===== config.mk =====
export PLATFORM = sky130hd
export DESIGN_NAME = enc_seq_ctrl_flat
export DESIGN_NICKNAME = d
export VERILOG_FILES = /design/src/rtl/enc_seq_ctrl_if.sv /design/src/rtl/enc_seq_ctrl.sv /design/src/flat_wrapper.sv
export SDC_FILE = /design/constraint.sdc
export NUM_CORES = 1
export LEC_CHECK = 0
export BUFFER_PORTS_ARGS = -buffer_cell sky130_fd_sc_hd__buf_2
export CORE_MARGIN = 4
export CORE_UTILIZATION = 35
export DETAILED_ROUTE_END_ITERATION = 7
export PLACE_DENSITY_LB_ADDON = 0.05
export SLEW_MARGIN = 20
export SYNTH_ARGS = -nofsm -noshare
export SYNTH_HDL_FRONTEND = slang
export SYNTH_SLANG_ARGS = --single-unit

===== constraint.sdc =====
create_clock -name freq_clk -period 4.2 [get_ports freq_clk]
set_clock_uncertainty 0.2 [all_clocks]
set_input_delay 0.42 -clock freq_clk [delete_from_list [all_inputs] [get_ports freq_clk]]
set_output_delay 0.42 -clock freq_clk [all_outputs]
set_load 0.01 [all_outputs]

===== src/rtl/enc_seq_ctrl_if.sv =====
// Command channel for enc_seq_ctrl: valid/ready handshake carrying one motion command.
interface enc_seq_ctrl_if #(
  parameter int STEP_W = 16,
  parameter int DIV_W  = 24
);
  logic              cmd_valid;
  logic              cmd_ready;
  logic              cmd_dir;
  logic [STEP_W-1:0] cmd_steps;
  logic [DIV_W-1:0]  cmd_div;

  modport master (output cmd_valid, output cmd_dir, output cmd_steps, output cmd_div,
                  input cmd_ready);
  modport slave  (input cmd_valid, input cmd_dir, input cmd_steps, input cmd_div,
                  output cmd_ready);
endinterface


===== src/rtl/enc_seq_ctrl.sv =====
// Command-paced quadrature encoder sequencer (pha/phb/index/home/pos).
// Define ENC_SEQ_QUEUE_EN to place a 2-entry command FIFO in front of the FSM.
module enc_seq_ctrl #(
  parameter int CPR    = 100,
  parameter int STEP_W = 16,
  parameter int DIV_W  = 24
) (
  input  logic                freq_clk,
  input  logic                rst_n,
  input  logic                enable,
  input  logic                abort,
  enc_seq_ctrl_if.slave       cmd,
  output logic                pha,
  output logic                phb,
  output logic                index,
  output logic                home,
  output logic [15:0]         pos,
  output logic                busy,
  output logic                done
);
  localparam logic [15:0] POS_MAX = 16'(CPR - 1);
  localparam int          ENT_W   = 1 + STEP_W + DIV_W;

  typedef enum logic [1:0] {ST_IDLE = 2'd0, ST_RUN = 2'd1, ST_DONE = 2'd2} state_e;

  state_e            state_q, state_d;
  logic              dir_q, dir_d;
  logic [STEP_W-1:0] rem_q, rem_d;
  logic [DIV_W-1:0]  div_q, div_d;
  logic [DIV_W-1:0]  presc_q, presc_d;
  logic [1:0]        q_q, q_d;
  logic [15:0]       pos_q, pos_d;
  logic              pha_q, phb_q, index_q, home_q, busy_q, done_q, ready_q;
  logic              busy_d, ready_d, load_s, step_s, accept_s, avail_s;
  logic [ENT_W-1:0]  in_ent_s, head_s;
  logic [STEP_W-1:0] head_steps_s;
  logic [DIV_W-1:0]  head_div_s;

  assign accept_s     = cmd.cmd_valid && ready_q;
  assign in_ent_s     = {cmd.cmd_dir, cmd.cmd_steps, cmd.cmd_div};
  assign head_steps_s = head_s[DIV_W +: STEP_W];
  assign head_div_s   = head_s[DIV_W-1:0];

`ifdef ENC_SEQ_QUEUE_EN
  logic [ENT_W-1:0] fifo_q [2];
  logic             wr_q, wr_d, rd_q, rd_d, push_s, pop_s, flush_s;
  logic [1:0]       cnt_q, cnt_d;

  // An empty FIFO lets a freshly accepted command bypass straight into the FSM.
  assign head_s  = (cnt_q != 2'd0) ? fifo_q[rd_q] : in_ent_s;
  assign avail_s = (cnt_q != 2'd0) || accept_s;

  // FIFO pointer/occupancy next state and handshake status
  always_comb begin
    flush_s = (state_q == ST_RUN) && abort;
    pop_s   = load_s && (cnt_q != 2'd0);
    push_s  = accept_s && !(load_s && (cnt_q == 2'd0));
    if (flush_s) begin
      cnt_d = 2'd0;
      wr_d  = 1'b0;
      rd_d  = 1'b0;
    end else begin
      cnt_d = cnt_q + {1'b0, push_s} - {1'b0, pop_s};
      wr_d  = wr_q ^ push_s;
      rd_d  = rd_q ^ pop_s;
    end
    ready_d = (cnt_d != 2'd2);
    busy_d  = (state_d != ST_IDLE) || (cnt_d != 2'd0);
  end

  // FIFO storage and pointers
  always_ff @(posedge freq_clk or negedge rst_n) begin
    if (!rst_n) begin
      cnt_q     <= 2'd0;
      wr_q      <= 1'b0;
      rd_q      <= 1'b0;
      fifo_q[0] <= '0;
      fifo_q[1] <= '0;
    end else begin
      cnt_q <= cnt_d;
      wr_q  <= wr_d;
      rd_q  <= rd_d;
      if (push_s && !flush_s) begin
        fifo_q[wr_q] <= in_ent_s;
      end
    end
  end
`else
  assign head_s  = in_ent_s;
  assign avail_s = accept_s;

  // Handshake status without a queue
  always_comb begin
    ready_d = (state_d == ST_IDLE);
    busy_d  = (state_d != ST_IDLE);
  end
`endif

  // FSM next state, prescaler and quadrature/position stepping
  always_comb begin
    state_d = state_q;
    dir_d   = dir_q;
    rem_d   = rem_q;
    div_d   = div_q;
    presc_d = presc_q;
    q_d     = q_q;
    pos_d   = pos_q;
    load_s  = 1'b0;
    step_s  = 1'b0;
    case (state_q)
      ST_IDLE: begin
        if (avail_s) load_s = 1'b1;
        else         state_d = ST_IDLE;
      end
      ST_RUN: begin
        // abort wins over a coinciding terminal count; that step is dropped
        if (abort) begin
          state_d = ST_DONE;
        end else if (enable) begin
          if (presc_q == (div_q - DIV_W'(1))) begin
            step_s  = 1'b1;
            presc_d = '0;
            rem_d   = rem_q - STEP_W'(1);
            if (rem_q == STEP_W'(1)) state_d = ST_DONE;
            else                     state_d = ST_RUN;
          end else begin
            presc_d = presc_q + DIV_W'(1);
          end
        end else begin
          state_d = ST_RUN;
        end
      end
      ST_DONE: begin
        if (avail_s) load_s = 1'b1;
        else         state_d = ST_IDLE;
      end
      default: state_d = ST_IDLE;
    endcase

    if (load_s) begin
      dir_d   = head_s[ENT_W-1];
      rem_d   = head_steps_s;
      div_d   = (head_div_s == '0) ? DIV_W'(1) : head_div_s;
      presc_d = '0;
      state_d = (head_steps_s == '0) ? ST_DONE : ST_RUN;
    end else begin
      load_s = 1'b0;
    end

    if (step_s) begin
      if (dir_q) begin
        q_d   = q_q + 2'd1;
        pos_d = (pos_q == POS_MAX) ? 16'd0 : pos_q + 16'd1;
      end else begin
        q_d   = q_q - 2'd1;
        pos_d = (pos_q == 16'd0) ? POS_MAX : pos_q - 16'd1;
      end
    end else begin
      q_d = q_q;
    end
  end

  // State registers; all pin outputs are registered from next-state values
  always_ff @(posedge freq_clk or negedge rst_n) begin
    if (!rst_n) begin
      state_q <= ST_IDLE;
      dir_q   <= 1'b0;
      rem_q   <= '0;
      div_q   <= DIV_W'(1);
      presc_q <= '0;
      q_q     <= 2'd0;
      pos_q   <= 16'd0;
      pha_q   <= 1'b0;
      phb_q   <= 1'b0;
      index_q <= 1'b1;
      home_q  <= 1'b1;
      busy_q  <= 1'b0;
      done_q  <= 1'b0;
      ready_q <= 1'b1;
    end else begin
      state_q <= state_d;
      dir_q   <= dir_d;
      rem_q   <= rem_d;
      div_q   <= div_d;
      presc_q <= presc_d;
      q_q     <= q_d;
      pos_q   <= pos_d;
      pha_q   <= q_d[1] ^ q_d[0];
      phb_q   <= q_d[1];
      index_q <= (pos_d == 16'd0);
      home_q  <= (pos_d == 16'd0) || (pos_d == POS_MAX);
      busy_q  <= busy_d;
      done_q  <= (state_d == ST_DONE);
      ready_q <= ready_d;
    end
  end

  assign cmd.cmd_ready = ready_q;
  assign pha   = pha_q;
  assign phb   = phb_q;
  assign index = index_q;
  assign home  = home_q;
  assign pos   = pos_q;
  assign busy  = busy_q;
  assign done  = done_q;
endmodule


===== src/flat_wrapper.sv =====
// flat-port wrapper written by rule: the top's interface ports become plain ports
module enc_seq_ctrl_flat 
#(
  parameter int CPR    = 100,
  parameter int STEP_W = 16,
  parameter int DIV_W  = 24
)
  (freq_clk, rst_n, enable, abort, pha, phb, index, home, pos, busy, done, cmd_cmd_valid, cmd_cmd_dir, cmd_cmd_steps, cmd_cmd_div, cmd_cmd_ready);
  enc_seq_ctrl_if #(.STEP_W(STEP_W), .DIV_W(DIV_W)) cmd_i ();
  input  logic freq_clk;
  input  logic rst_n;
  input  logic enable;
  input  logic abort;
  output logic pha;
  output logic phb;
  output logic index;
  output logic home;
  output logic [15:0] pos;
  output logic busy;
  output logic done;
  input wire logic [$bits(cmd_i.cmd_valid)-1:0] cmd_cmd_valid;
  input wire logic [$bits(cmd_i.cmd_dir)-1:0] cmd_cmd_dir;
  input wire logic [$bits(cmd_i.cmd_steps)-1:0] cmd_cmd_steps;
  input wire logic [$bits(cmd_i.cmd_div)-1:0] cmd_cmd_div;
  output wire logic [$bits(cmd_i.cmd_ready)-1:0] cmd_cmd_ready;
  assign cmd_i.cmd_valid = cmd_cmd_valid;
  assign cmd_i.cmd_dir = cmd_cmd_dir;
  assign cmd_i.cmd_steps = cmd_cmd_steps;
  assign cmd_i.cmd_div = cmd_cmd_div;
  assign cmd_cmd_ready = cmd_i.cmd_ready;
  enc_seq_ctrl #(.CPR(CPR), .STEP_W(STEP_W), .DIV_W(DIV_W)) u_core (.freq_clk(freq_clk), .rst_n(rst_n), .enable(enable), .abort(abort), .cmd(cmd_i), .pha(pha), .phb(phb), .index(index), .home(home), .pos(pos), .busy(busy), .done(done));
endmodule

==> impl_metrics.env <==
export IMPL_die_area_sq_um=19300
export IMPL_critPathMaxStageDelay_ns=0.56
export IMPL_worstHoldStart="cmd_cmd_dir"
export IMPL_setup_tns_ns=0
export IMPL_ant_nets=0
export IMPL_hold_viol=0
export IMPL_area_growth_pct=14.2
export IMPL_critical_path_class="reg -> reg"
export IMPL_maxSlewViolCount=0
export IMPL_die_h_um=139
export IMPL_rsz0062_at_grt="false"
export IMPL_critPathRequiredTime_ns=4.29
export IMPL_clk_latency_ns=0.35
export IMPL_crit_family="simple AND/OR/NAND/NOR gates"
export IMPL_avgSynthCellArea_sq_um=8.18
export IMPL_cp_buffers_inverters=1
export IMPL_relSlewSlack=0.240
export IMPL_synth_seq_area_share=0.379
export IMPL_placementRows=47
export IMPL_seqCellArea_sq_um=2280
export IMPL_multi_input_area_sq_um=3500
export IMPL_clk_pin_slew_ns=0.07
export IMPL_grt_usage=0.181
export IMPL_peakVddDrop_mv=0.246
export IMPL_max_freq_ghz=0.257
export IMPL_ioPinCount=69
export IMPL_r2r_slack_ns=0.31
export IMPL_root_buffer="clkbuf_16"
export IMPL_synth_ff_type="dfrtp_1"
export IMPL_cts_buffer_depth=2
export IMPL_gr_total_overflow=0
export IMPL_synth_nets=788
export IMPL_drtIter0Drc=407
export IMPL_crit_arrival_ns=3.98
export IMPL_grt_max_degree=77
export IMPL_netlist_area_sq_um=6020
export IMPL_drtPass1Iterations=5
export IMPL_vias=5664
export IMPL_core_area_sq_um=16700
export IMPL_fin_nets=833
export IMPL_h_tree_depth=3
export IMPL_routedWlPerCell_um=17.6
export IMPL_postLayoutCellArea_sq_um=6870
export IMPL_ys_seq_elements=91
export IMPL_grt_antenna_before_repair=0
export IMPL_synth_edf_count=0
export IMPL_p_per_area_nw_per_um2=509
export IMPL_fillCellCount=1743
export IMPL_die_w_um=139
export IMPL_cp_max_fo=30
export IMPL_setup_violations=0
export IMPL_yosys_warnings=0
export IMPL_gp_congestion=0.870
export IMPL_hp_class="in -> reg"
export IMPL_cp_start_kind="flop"
export IMPL_grt_first_pass_wirelength_um=28900
export IMPL_r2r_end="u_core.rem_q[13]"
export IMPL_drcViolationCount=0
export IMPL_hpwlAfterDp_um=12700
export IMPL_clock_sinks=91
export IMPL_cp_cell_sequence="inv_1 -> ha_1 -> or3b_2 -> nor3_1 -> xnor2_1 -> nand4_1 -> or4_1 -> or2_4 -> or4_4 -> or3_1 -> nand3_1"
export IMPL_placed_cell_area_sq_um=6540
export IMPL_postCtsSetupRepairBufs=0
export IMPL_synthesis_instances=735
export IMPL_r2r_cells=11
export IMPL_diodes=0
export IMPL_hold_depth=3
export IMPL_start_util=0.360
export IMPL_leakage_nw=2.92
export IMPL_period_minus_slack_ns=3.89
export IMPL_drive_gt1_frac=0.159
export IMPL_crit_path_end_kind="flop"
export IMPL_cts_tree="done"
export IMPL_first_global_vias=5559
export IMPL_synthArstFlopShare=1.00
export IMPL_yosysUniqueCellTypes=74
export IMPL_status="complete, no violations"
export IMPL_max_slew_worst_pin_slew_ns=1.13
export IMPL_routed_wl_um=17700
export IMPL_reg2reg_from="u_core.div_q[1]"
export IMPL_vias_per_cell=5.64
export IMPL_finalCritPeriodShare=0.926
export IMPL_cts_made_buffers=9
export IMPL_min_to="u_core.dir_q"
export IMPL_slowest_stage="or4_4"
export IMPL_port_buffers=68
export IMPL_drv_cap=0
logic make-up after synthesis:
| logic type | Yosys count | share of synthesized area |
|---|---|---|
| mux | 6 | 0.0106 |
| xor+xnor | 51 | 0.0767 |
| compound gates | 156 | 0.171 |
| fa+ha+maj | 7 | 0.0146 |
| buf+inv | 61 | 0.0418 |
| flops | 91 | 0.379 |
| simple gates | 363 | 0.306 |
sequential cells by signal, indices dropped and copies added (netlist names), 2 cells and up:
signal          flops
u_core.div_q       24
u_core.presc_q     24
u_core.pos         16
u_core.rem_q       16
u_core.state_q      2
worst register-to-register path: stages (launching register included):
cell	delay, ns
dfrtp_1	0.43
inv_1	0.09
ha_1	0.22
or3b_2	0.48
nor3_1	0.20
xnor2_1	0.15
nand4_1	0.12
or4_1	0.55
or2_4	0.44
or4_4	0.56
or3_1	0.33
nand3_1	0.08
cell type report:
class / instances / share of cell area
multi-input cells: 583 / 0.509
well taps: 220 / 0.0401
clock inverters: 5 / 0.00911
flip-flops and latches: 91 / 0.332
clock buffers: 11 / 0.0353
repair buffers: 80 / 0.0658
inverters: 15 / 0.00820
routing by layer:
metal  up-vias  track usage  wire length [um]
met5         -            0                 0
met4         0       0.0520               306
met3        23       0.0314               640
met2       124        0.322              8950
met1      2755        0.225              7790
li1       2762            -                 -
how the worst max path moves through the flow:
stage,startpoint,endpoint,slack [ns],cells past startpoint
6_report,u_core.div_q[1],u_core.rem_q[13],0.31,11
5_1_grt,u_core.pos[1],u_core.home,0.04,11
4_1_cts,u_core.div_q[1],u_core.rem_q[13],0.23,11
3_5_place_dp,u_core.div_q[1],u_core.rem_q[13],0.24,11
3_3_place_gp,u_core.div_q[1],u_core.rem_q[13],0.32,11
2_1_floorplan,u_core.div_q[1],u_core.rem_q[13],0.74,12
through the flow:
stage	power [mW]	setup slack [ns]	util	hold WS, ns	instances
final	3.50	0.311	0.411	0.0692	1005
after global routing	3.75	0.0361	0.411	0.0693	1005
after CTS	3.54	0.228	0.410	0.0577	1004
after detailed placement	2.66	0.245	0.392	0.277	988
after global placement	2.65	0.316	0.392	0.283	988
after floorplan	2.30	0.738	-	-0.0756	735
cells in the final DEF (no fill, tap or decap), types with 4 or more instances in the layout:
cell	count
o211ai_1	10
nand2b_1	4
nor3_1	27
a22oi_1	4
dfstp_2	4
o31ai_1	4
nand4_1	16
or4_1	7
a21o_1	6
buf_2	67
o21ai_0	54
nand2_1	144
xnor2_1	36
or3_1	11
a221oi_1	4
xor2_1	14
a21oi_1	21
and3_1	14
nand3_1	24
a31oi_1	8
dfrtp_1	87
inv_1	15
nor2_1	49
ha_1	7
a221o_1	4
or2_2	5
nor4_1	28
nor2b_1	4
buf_4	10
clkbuf_16	9
o22ai_1	5
what timing repair did:
action,in CTS,in global routing
setup endpoints to repair,0,3
hold endpoints to repair,0,46
resized for setup,0,1
hold buffers,0,1
power breakdown:
part           total, mW  internal [mW]  leakage [nW]  switching (mW)
logic               1.20          0.523          1.61           0.673
clock network      0.849          0.480         0.142           0.368
registers           1.45           1.10          1.17           0.356
cell usage after synthesis, types with 6 or more instances:
library cell	number	area share
clkbuf_1	38	0.024
nor4_1	28	0.029
dfrtp_1	87	0.36
o21ai_0	54	0.045
o211ai_1	10	0.012
xnor2_1	36	0.052
xor2_1	14	0.020
ha_1	7	0.015
or3_1	11	0.011
nor3_1	27	0.022
a21o_1	6	0.0075
buf_2	6	0.0050
nand4_1	16	0.017
nand2_1	144	0.090
and3_1	14	0.015
nor2_1	51	0.032
a31oi_1	8	0.0083
a21oi_1	21	0.017
inv_1	15	0.0094
or4_1	7	0.0087
nand3_1	24	0.020
No activity file was read; power rests on OpenSTA's default activity.
